<file path="src/rtl/serial_feeder_pkg.sv">
// serial_feeder_pkg: shared types and defaults for the serial feeder
package serial_feeder_pkg;
    localparam int WIDTH_DEF = 8;
    localparam int GAP_DEF   = 0;
    localparam int GAP_CNT_W = 4;

    typedef enum logic [1:0] {ST_IDLE, ST_SHIFT, ST_GAP} state_t;

    function automatic int cnt_w(input int width);
        return $clog2(width + 1);
    endfunction
endpackage

</file>
<file path="src/rtl/serial_feeder_if.sv">
// serial_feeder_if: parallel-in / serial-out bus of the serial feeder
interface serial_feeder_if
    import serial_feeder_pkg::*;
#(
    parameter int WIDTH = WIDTH_DEF
) ();
    logic [WIDTH-1:0] din;
    logic             din_valid;
    logic             din_ready;
    logic             data;
    logic             data_valid;
    logic             busy;

    modport master (output din, din_valid, input din_ready, data, data_valid, busy);
    modport slave  (input din, din_valid, output din_ready, data, data_valid, busy);
endinterface

</file>
<file path="src/rtl/serial_feeder_hold.sv">
// serial_feeder_hold: one-word holding buffer in front of the shifter
module serial_feeder_hold
    import serial_feeder_pkg::*;
#(
    parameter int WIDTH = WIDTH_DEF
) (
    input  logic             clk,
    input  logic             rst_n,
    input  logic [WIDTH-1:0] din,
    input  logic             din_valid,
    input  logic             take,
    output logic [WIDTH-1:0] hold_q,
    output logic             hold_full,
    output logic             din_ready
);
    logic accept;

    assign din_ready = !hold_full;
    assign accept    = din_valid && !hold_full;

    // Flag set on a transfer, cleared when the shifter takes the word
    always_ff @(posedge clk or negedge rst_n) begin
        if (!rst_n)
            hold_full <= 1'b0;
        else if (accept)
            hold_full <= 1'b1;
        else if (take)
            hold_full <= 1'b0;
    end

    // Capture the word only in the accept cycle
    always_ff @(posedge clk or negedge rst_n) begin
        if (!rst_n)
            hold_q <= '0;
        else if (accept)
            hold_q <= din;
    end
endmodule

</file>
<file path="src/rtl/serial_feeder.sv">
// serial_feeder: serializes buffered words onto data/data_valid; SERIAL_FEEDER_LSB_FIRST_EN selects LSB-first order
module serial_feeder
    import serial_feeder_pkg::*;
#(
    parameter int WIDTH = WIDTH_DEF,
    parameter int GAP   = GAP_DEF
) (
    input  logic            clk,
    input  logic            rst_n,
    serial_feeder_if.slave  bus
);
    localparam int CNT_W = cnt_w(WIDTH);
    localparam logic [CNT_W-1:0]     LAST_BIT = CNT_W'(WIDTH - 1);
    localparam logic [CNT_W-1:0]     ALL_BITS = CNT_W'(WIDTH);
    localparam logic [GAP_CNT_W-1:0] GAP_LAST = GAP_CNT_W'(GAP > 0 ? GAP - 1 : 0);

    state_t           state, state_d;
    logic [WIDTH-1:0] sh, sh_nx, hold_q;
    logic [CNT_W-1:0] bit_cnt;
    logic [GAP_CNT_W-1:0] gap_cnt;
    logic             hold_full, load, out_bit, more_bits, step_done;

    serial_feeder_hold #(.WIDTH(WIDTH)) u_hold (
        .clk       (clk),
        .rst_n     (rst_n),
        .din       (bus.din),
        .din_valid (bus.din_valid),
        .take      (load),
        .hold_q    (hold_q),
        .hold_full (hold_full),
        .din_ready (bus.din_ready)
    );

`ifdef SERIAL_FEEDER_LSB_FIRST_EN
    assign out_bit = sh[0];
    assign sh_nx   = {1'b0, sh[WIDTH-1:1]};
`else
    assign out_bit = sh[WIDTH-1];
    assign sh_nx   = {sh[WIDTH-2:0], 1'b0};
`endif

    // In SHIFT the counter has not yet counted the bit on the wire
    assign more_bits = (state == ST_SHIFT) ? (bit_cnt != LAST_BIT) : (bit_cnt != ALL_BITS);
    assign step_done = (state == ST_GAP) ? (gap_cnt == GAP_LAST) : (GAP == 0);

    assign bus.data_valid = (state == ST_SHIFT);
    assign bus.data       = (state == ST_SHIFT) && out_bit;
    assign bus.busy       = (state != ST_IDLE) || hold_full;

    // Next state and hold-to-shifter load; a finished word reloads straight from hold
    always_comb begin
        state_d = state;
        load    = 1'b0;
        case (state)
            ST_IDLE: begin
                load    = hold_full;
                state_d = hold_full ? ST_SHIFT : ST_IDLE;
            end
            ST_SHIFT, ST_GAP: begin
                if (step_done) begin
                    load    = !more_bits && hold_full;
                    state_d = (more_bits || hold_full) ? ST_SHIFT : ST_IDLE;
                end else begin
                    state_d = ST_GAP;
                end
            end
            default: state_d = ST_IDLE;
        endcase
    end

    // State register
    always_ff @(posedge clk or negedge rst_n) begin
        if (!rst_n)
            state <= ST_IDLE;
        else
            state <= state_d;
    end

    // Shifter and bit counter; a load takes priority over the final shift
    always_ff @(posedge clk or negedge rst_n) begin
        if (!rst_n) begin
            sh      <= '0;
            bit_cnt <= '0;
        end else if (load) begin
            sh      <= hold_q;
            bit_cnt <= '0;
        end else if (state == ST_SHIFT) begin
            sh      <= sh_nx;
            bit_cnt <= bit_cnt + CNT_W'(1);
        end
    end

    // Idle-cycle counter, restarted on every cycle outside GAP
    always_ff @(posedge clk or negedge rst_n) begin
        if (!rst_n)
            gap_cnt <= '0;
        else
            gap_cnt <= (state == ST_GAP) ? gap_cnt + GAP_CNT_W'(1) : '0;
    end
endmodule

</file>
<file path="src/flat_wrapper.sv">
// flat-port wrapper written by rule: the top's interface ports become plain ports
module serial_feeder_flat import serial_feeder_pkg::*;
#(
    parameter int WIDTH = WIDTH_DEF,
    parameter int GAP   = GAP_DEF
)
  (clk, rst_n, bus_din, bus_din_valid, bus_din_ready, bus_data, bus_data_valid, bus_busy);
  serial_feeder_if #(.WIDTH(WIDTH)) bus_i ();
  input  logic clk;
  input  logic rst_n;
  input wire logic [$bits(bus_i.din)-1:0] bus_din;
  input wire logic [$bits(bus_i.din_valid)-1:0] bus_din_valid;
  output wire logic [$bits(bus_i.din_ready)-1:0] bus_din_ready;
  output wire logic [$bits(bus_i.data)-1:0] bus_data;
  output wire logic [$bits(bus_i.data_valid)-1:0] bus_data_valid;
  output wire logic [$bits(bus_i.busy)-1:0] bus_busy;
  assign bus_i.din = bus_din;
  assign bus_i.din_valid = bus_din_valid;
  assign bus_din_ready = bus_i.din_ready;
  assign bus_data = bus_i.data;
  assign bus_data_valid = bus_i.data_valid;
  assign bus_busy = bus_i.busy;
  serial_feeder #(.WIDTH(WIDTH), .GAP(GAP)) u_core (.clk(clk), .rst_n(rst_n), .bus(bus_i));
endmodule
</file>
<file path="config.mk">
export PLATFORM = sky130hd
export DESIGN_NAME = serial_feeder_flat
export DESIGN_NICKNAME = d
export VERILOG_FILES = /design/src/rtl/serial_feeder_pkg.sv /design/src/rtl/serial_feeder_if.sv /design/src/rtl/serial_feeder_hold.sv /design/src/rtl/serial_feeder.sv /design/src/flat_wrapper.sv
export SDC_FILE = /design/constraint.sdc
export NUM_CORES = 1
export LEC_CHECK = 0
export BUFFER_PORTS_ARGS = -buffer_cell sky130_fd_sc_hd__buf_4
export CAP_MARGIN = 20
export CORE_MARGIN = 2
export CORE_UTILIZATION = 25
export DETAILED_ROUTE_END_ITERATION = 12
export MAX_ROUTING_LAYER = met4
export SLEW_MARGIN = 20
export SYNTH_ARGS = -nofsm -noshare
export SYNTH_HDL_FRONTEND = slang
export SYNTH_HIERARCHICAL = 1
export SYNTH_SLANG_ARGS = --single-unit
</file>
<file path="constraint.sdc">
create_clock -name clk -period 4.84 [get_ports clk]
set_input_delay 0.484 -clock clk [delete_from_list [all_inputs] [get_ports clk]]
set_output_delay 0.484 -clock clk [all_outputs]
set_load 0.01 [all_outputs]
</file>
# Word-level counts from Yosys, hierarchy flattened

Index checks and enable logic that the tools add are counted.

$add $sub $neg: 2
Muxes and demuxes: 15
Bitwise gates (word level): 0
Magnitude comparators: 0
Multiply operators: 0
Reduce and logical (&&, ||, !) cells: 13
Shift-type cells: 0
Equal/unequal tests: 4
Divide/modulo/power cells: 0

Operator list:

| cell                                                                   | number |
|---|---|
| 8-bit 2-to-1 mux                                                       | 2 |
| 4-bit 2-to-1 mux                                                       | 3 |
| 4-bit by 1-bit adder with 4-bit output (second input constant)         | 2 |
| 1-bit 2-to-1 mux                                                       | 7 |
| 2-bit nonzero test                                                     | 3 |
| 4-bit zero test                                                        | 1 |
| 4-bit by 3-bit != test with 1-bit output (second input constant)       | 1 |
| 4-bit != test (second input constant)                                  | 1 |
| 2-bit case mux with 2 select lines                                     | 1 |
| 1-bit logical AND                                                      | 3 |
| 2-bit by 1-bit equality test with 1-bit output (second input constant) | 1 |
| 2-bit equality test (second input constant)                            | 1 |
| 1-bit zero test                                                        | 2 |
| 2-bit zero test                                                        | 1 |
| 1-bit logical OR                                                       | 2 |
| 2-bit 2-to-1 mux                                                       | 1 |
| 1-bit case mux with 2 select lines                                     | 1 |
| 2-bit OR reduction                                                     | 1 |

Word-level logic and storage cells: 40
Memories: 0
ROM bits: 0
Bits of input ports: 11
Bits in registers: 27
Memory bits (writable): 0
Latch bits: 0

# Depth between registers and ports, before layout

Depth after elaboration: 8
Gate-level depth with buffers: 8
Depth with buffers taken out: 7

# Modules after synthesis

Netlist, hierarchy kept.

By module, submodules not included:

| module             | instances | area each (um2) | cells an instance |
|---|---|---|---|
| serial_feeder      | 1         | 1291.2          | 127 |
| serial_feeder_hold | 1         | 374.1           | 21 |

# Worst setup path before layout

No wires, ideal clock.

Kind: flip-flop to flip-flop
Start point: register u_core.state[0]
End point: register u_core.sh[1]
Arrival time: 1.876 ns
Path slack: 2.838 ns
Cell stages (with the launch flop): 7
Period minus slack after synthesis: 2.002 ns
Setup time: 0.126 ns
Data required time: 4.714 ns
Path buffers: 1
Cells stage by stage: dfrtp_1 -> ha_1 -> or4_4 -> mux2i_4 -> buf_6 -> nor4b_2 -> nor3_1

Word-level cells in the longest chain between the ends: 7
Elaborated cells on any way between the ends: 12
Those cells by class: 2 x eq/ne; 5 x mux; 5 x reduce/logical

RTL lines:

| element                                                | line                | source |
|---|---|---|
| from (decl)                                            | serial_feeder.sv:17 | `state_t state, state_d;` |
| from (signal assigned)                                 | serial_feeder.sv:76 | `state <= state_d;` |
| 2-bit by 1-bit equality test with 1-bit output *       | --                  |  |
| net bus_data_valid                                     | flat_wrapper.sv:15  | `output wire logic [$bits(bus_i.data_valid)-1:0] bus_data_valid;` |
| 1-bit 2-to-1 mux                                       | serial_feeder.sv:43 | `assign more_bits = (state == ST_SHIFT) ? (bit_cnt != LAST_BIT) : (bit_cnt != ALL_BITS);` |
| 1-bit zero test                                        | serial_feeder.sv:61 | `load = !more_bits && hold_full;` |
| 1-bit logical AND                                      | serial_feeder.sv:61 |  |
| 1-bit 2-to-1 mux                                       | serial_feeder.sv:60 | `if (step_done) begin` |
| 1-bit case mux with 2 select lines                     | serial_feeder.sv:54 | `case (state)` |
| 8-bit 2-to-1 mux or 2-bit nonzero test (tied branches) | --                  |  |
| to (signal assigned)                                   | serial_feeder.sv:85 | `sh <= hold_q;` |
| to (signal assigned)                                   | serial_feeder.sv:88 | `sh <= sh_nx;` |
| to (decl)                                              | serial_feeder.sv:18 | `logic [WIDTH-1:0] sh, sh_nx, hold_q;` |

The timed path passes the listed nets; every way through them passes the cells marked *.
A chain may end at the register's enable or synchronous reset.

# Worst setup path after layout

Start point: register u_core.state[1]
End point: register u_core.sh[5]

Word-level cells in the longest chain between the ends: 7
Elaborated cells on any way between the ends: 12
Those cells by class: 2 x eq/ne; 5 x mux; 5 x reduce/logical

RTL lines:

| element                                                | line |
|---|---|
| 2-bit by 1-bit equality test with 1-bit output         | serial_feeder.sv:43, serial_feeder.sv:54, serial_feeder.sv:87 |
| 1-bit 2-to-1 mux                                       | serial_feeder.sv:43 |
| 1-bit zero test                                        | serial_feeder.sv:61 |
| 1-bit logical AND                                      | serial_feeder.sv:61 |
| 1-bit 2-to-1 mux                                       | serial_feeder.sv:60 |
| 1-bit case mux with 2 select lines                     | serial_feeder.sv:54 |
| 8-bit 2-to-1 mux or 2-bit nonzero test (tied branches) | -- |

Parallel ways exist; a longest one is shown, timed or not.

==> run metrics <==
CTS tree done; register bit count reported by yosys 27; asr flop ratio synth 100%; Max Freq 0.405 GHz; slack of the critical path 2.37 ns; ant diodes 0; CTS sink cnt 27; Final HPWL DP 1960 microns; Power Dens Cells 485 nW/um^2; Post-synth EDFFs 0; Most used DFF post-synth dfrtp_1; Tmin final 2.47 ns; cells on worst reg2reg path 6; dpl ws 2.35 ns; crit-path max cell delay 0.63 ns; critical-path cell list inv_1, ha_1, or4_4, mux2i_4, nor4b_1, nor3_1; Total GRT Usage 8.68%; outcome complete, no violations; I/O Buffers 14; Max-Cap Viols 0; maximum buffer depth of the clock tree 2; Area growth syn-to-layout 12.3%; total number of vias 1089; Nets 177; max-slew violation count 0; DRT iter0 DRCs 17; Synth warnings 6; row cnt 29; GRT Residual Overflow 0; Tightest Pin Transition 1.01 ns; worst skew pair latency 0.27 ns; post-synth cell types 35; Routed WL 2770 microns; WL per Instance 11.8 microns; die width 85.6 microns; htree depth 1; WP data arrival 2.63 ns; Seq/Total Area, Yosys 40.6%; Crit. End Element register; CTS resizes 0; clk_skew 0.00751 ns; worst min-delay path class primary input to asynchronous set/reset pin; layout cells sized above 1 23.4%; syn nets 166; hold_buf cts 0; Avg Cell Area, Syn 11.3 sq um; Initial Util 26.1%; worst vdd ir 220 uV; Die Area 7330 sq um; vias per cell 4.63; largest net degree at the start of global routing 28; worst rel slew slack 32.8%; gpl congestion 0.727; CTS Buf Count 3; Post-CTS Setup Bufs 0; Worst Path Required 5.00 ns; clk slew on worst S/H paths 0.10 ns; die height 85.6 microns; final setup violation count 0; Fin. Hold Viols 0; Root Buffer clkbuf_8; Final period util 51.0%; Core ar. 6390 sq um; first-pass GRT wire length 5020 microns; static leakage 0.821 nW; Worst Path Max Fanout 19; initial antenna violation count 0; DR pass1 iterations 4; Post-DRT Antenna Nets 0; vias in the first global route 1062; Util after Layout 29.3%; num ports 15; CP Launch Type register; Synth Cell Area 1670 sq um; RSZ-0062 raised after global routing false; slowest CP cell or4_4; CP Class register to register; Syn Inst Count 148; Residual DRC 0; final setup TNS 0 ns
## critical path, delay by kind of cell (launching register included)
family,cells,cell delay [ns]
adders and majority gates,1,0.42
buffers and inverters,1,0.07
muxes,1,0.43
DFF,1,0.38
and+or+nand+nor,3,1.05
## routing by layer
metal | wire, microns | track usage, % | up-vias
met5 | 0 | - | -
met4 | 34 | 3.90 | 0
met3 | 89 | 0.577 | 2
met2 | 1290 | 13.7 | 22
met1 | 1360 | 11.4 | 520
li1 | - | - | 545
## metrics by stage
stage / cell area [sq um] / hold WS, ns / total power, mW / instances
6_report: 1870 / 0.103 / 0.906 / 235
5_1_grt: 1870 / 0.126 / 0.984 / 235
4_1_cts: 1870 / 0.113 / 0.918 / 235
3_5_place_dp: 1820 / 0.419 / 0.785 / 231
3_3_place_gp: 1820 / 0.420 / 0.785 / 231
2_1_floorplan: 1670 / 0.188 / 0.711 / 148
## cell families after synthesis
group	after synthesis	share of synthesized area [%]
mux	17	13.4
simple gates	60	25.3
compound gates	17	8.49
flops	27	40.6
buf+inv	15	4.36
fa+ha+maj	7	5.26
xor+xnor	5	2.63
## power breakdown
group / internal (mW) / switching, mW / total (mW)
Combinational: 0.225 / 0.180 / 0.405
Sequential: 0.302 / 0.0696 / 0.372
Clock: 0.0577 / 0.0714 / 0.129
## cell type report
class	count	area, sq um
Multi-Input combinational cell	106	917
Clock inverter	1	5.00
Sequential cell	27	676
Clock buffer	3	41.3
Fill cell	680	4520
Timing Repair Buffer	15	113
Tap cell	77	96.3
Inverter	6	22.5
## cells in the final DEF (no fill, tap or decap), drive strengths merged, types with 3 or more instances in the layout
| cell type | n |
|---|---|
| nor2 | 6 |
| nor3 | 7 |
| and2 | 3 |
| o21a | 3 |
| nor4b | 7 |
| mux2i | 9 |
| nor3b | 8 |
| nand2b | 4 |
| mux2 | 8 |
| inv | 6 |
| buf | 15 |
| a221o | 7 |
| xnor2 | 4 |
| dfrtp | 27 |
| clkbuf | 3 |
| ha | 7 |
| nor2b | 18 |
## state kept, by name, summed over array words and instances (netlist names)
register / count
u_core/sh: 8
u_core/u_hold/hold_q: 8
u_core/bit_cnt: 4
u_core/gap_cnt: 4
u_core/state: 2
u_core/u_hold/hold_full: 1
## worst paths after layout
check	from	endpoint	slack [ns]
worst max-delay path	u_core/state[1]	u_core/sh[5]	2.37
worst min-delay path	rst_n	u_core/u_hold/hold_q[1]	0.10
worst max register to register	u_core/state[1]	u_core/sh[5]	2.37
worst min register to register	u_core/gap_cnt[0]	u_core/gap_cnt[0]	0.49
max in group asynchronous	rst_n	u_core/bit_cnt[0]	4.48
min in group clk	bus_din[1]	u_core/u_hold/hold_q[1]	0.43
## synth_stat cells (2+ instances only)
cell type  number  area, sq um
buf_6           2         22.5
inv_1           6         22.5
nor2b_1        18          113
nor2_1          6         22.5
clkbuf_1        4         15.0
nor3_1          7         35.0
nor3b_1         7         52.6
nand4_1         2         12.5
o21a_1          3         22.5
nand3_1         2         10.0
and2_1          3         18.8
nor4b_2         6         90.1
mux2_4          8          120
nand2b_1        4         25.0
mux2i_1         8         80.1
a221o_1         7         70.1
dfrtp_1        27          676
buf_1           2         7.51
xnor2_1         4         35.0
ha_1            7         87.6
No activity file was read; power rests on OpenSTA's default activity.
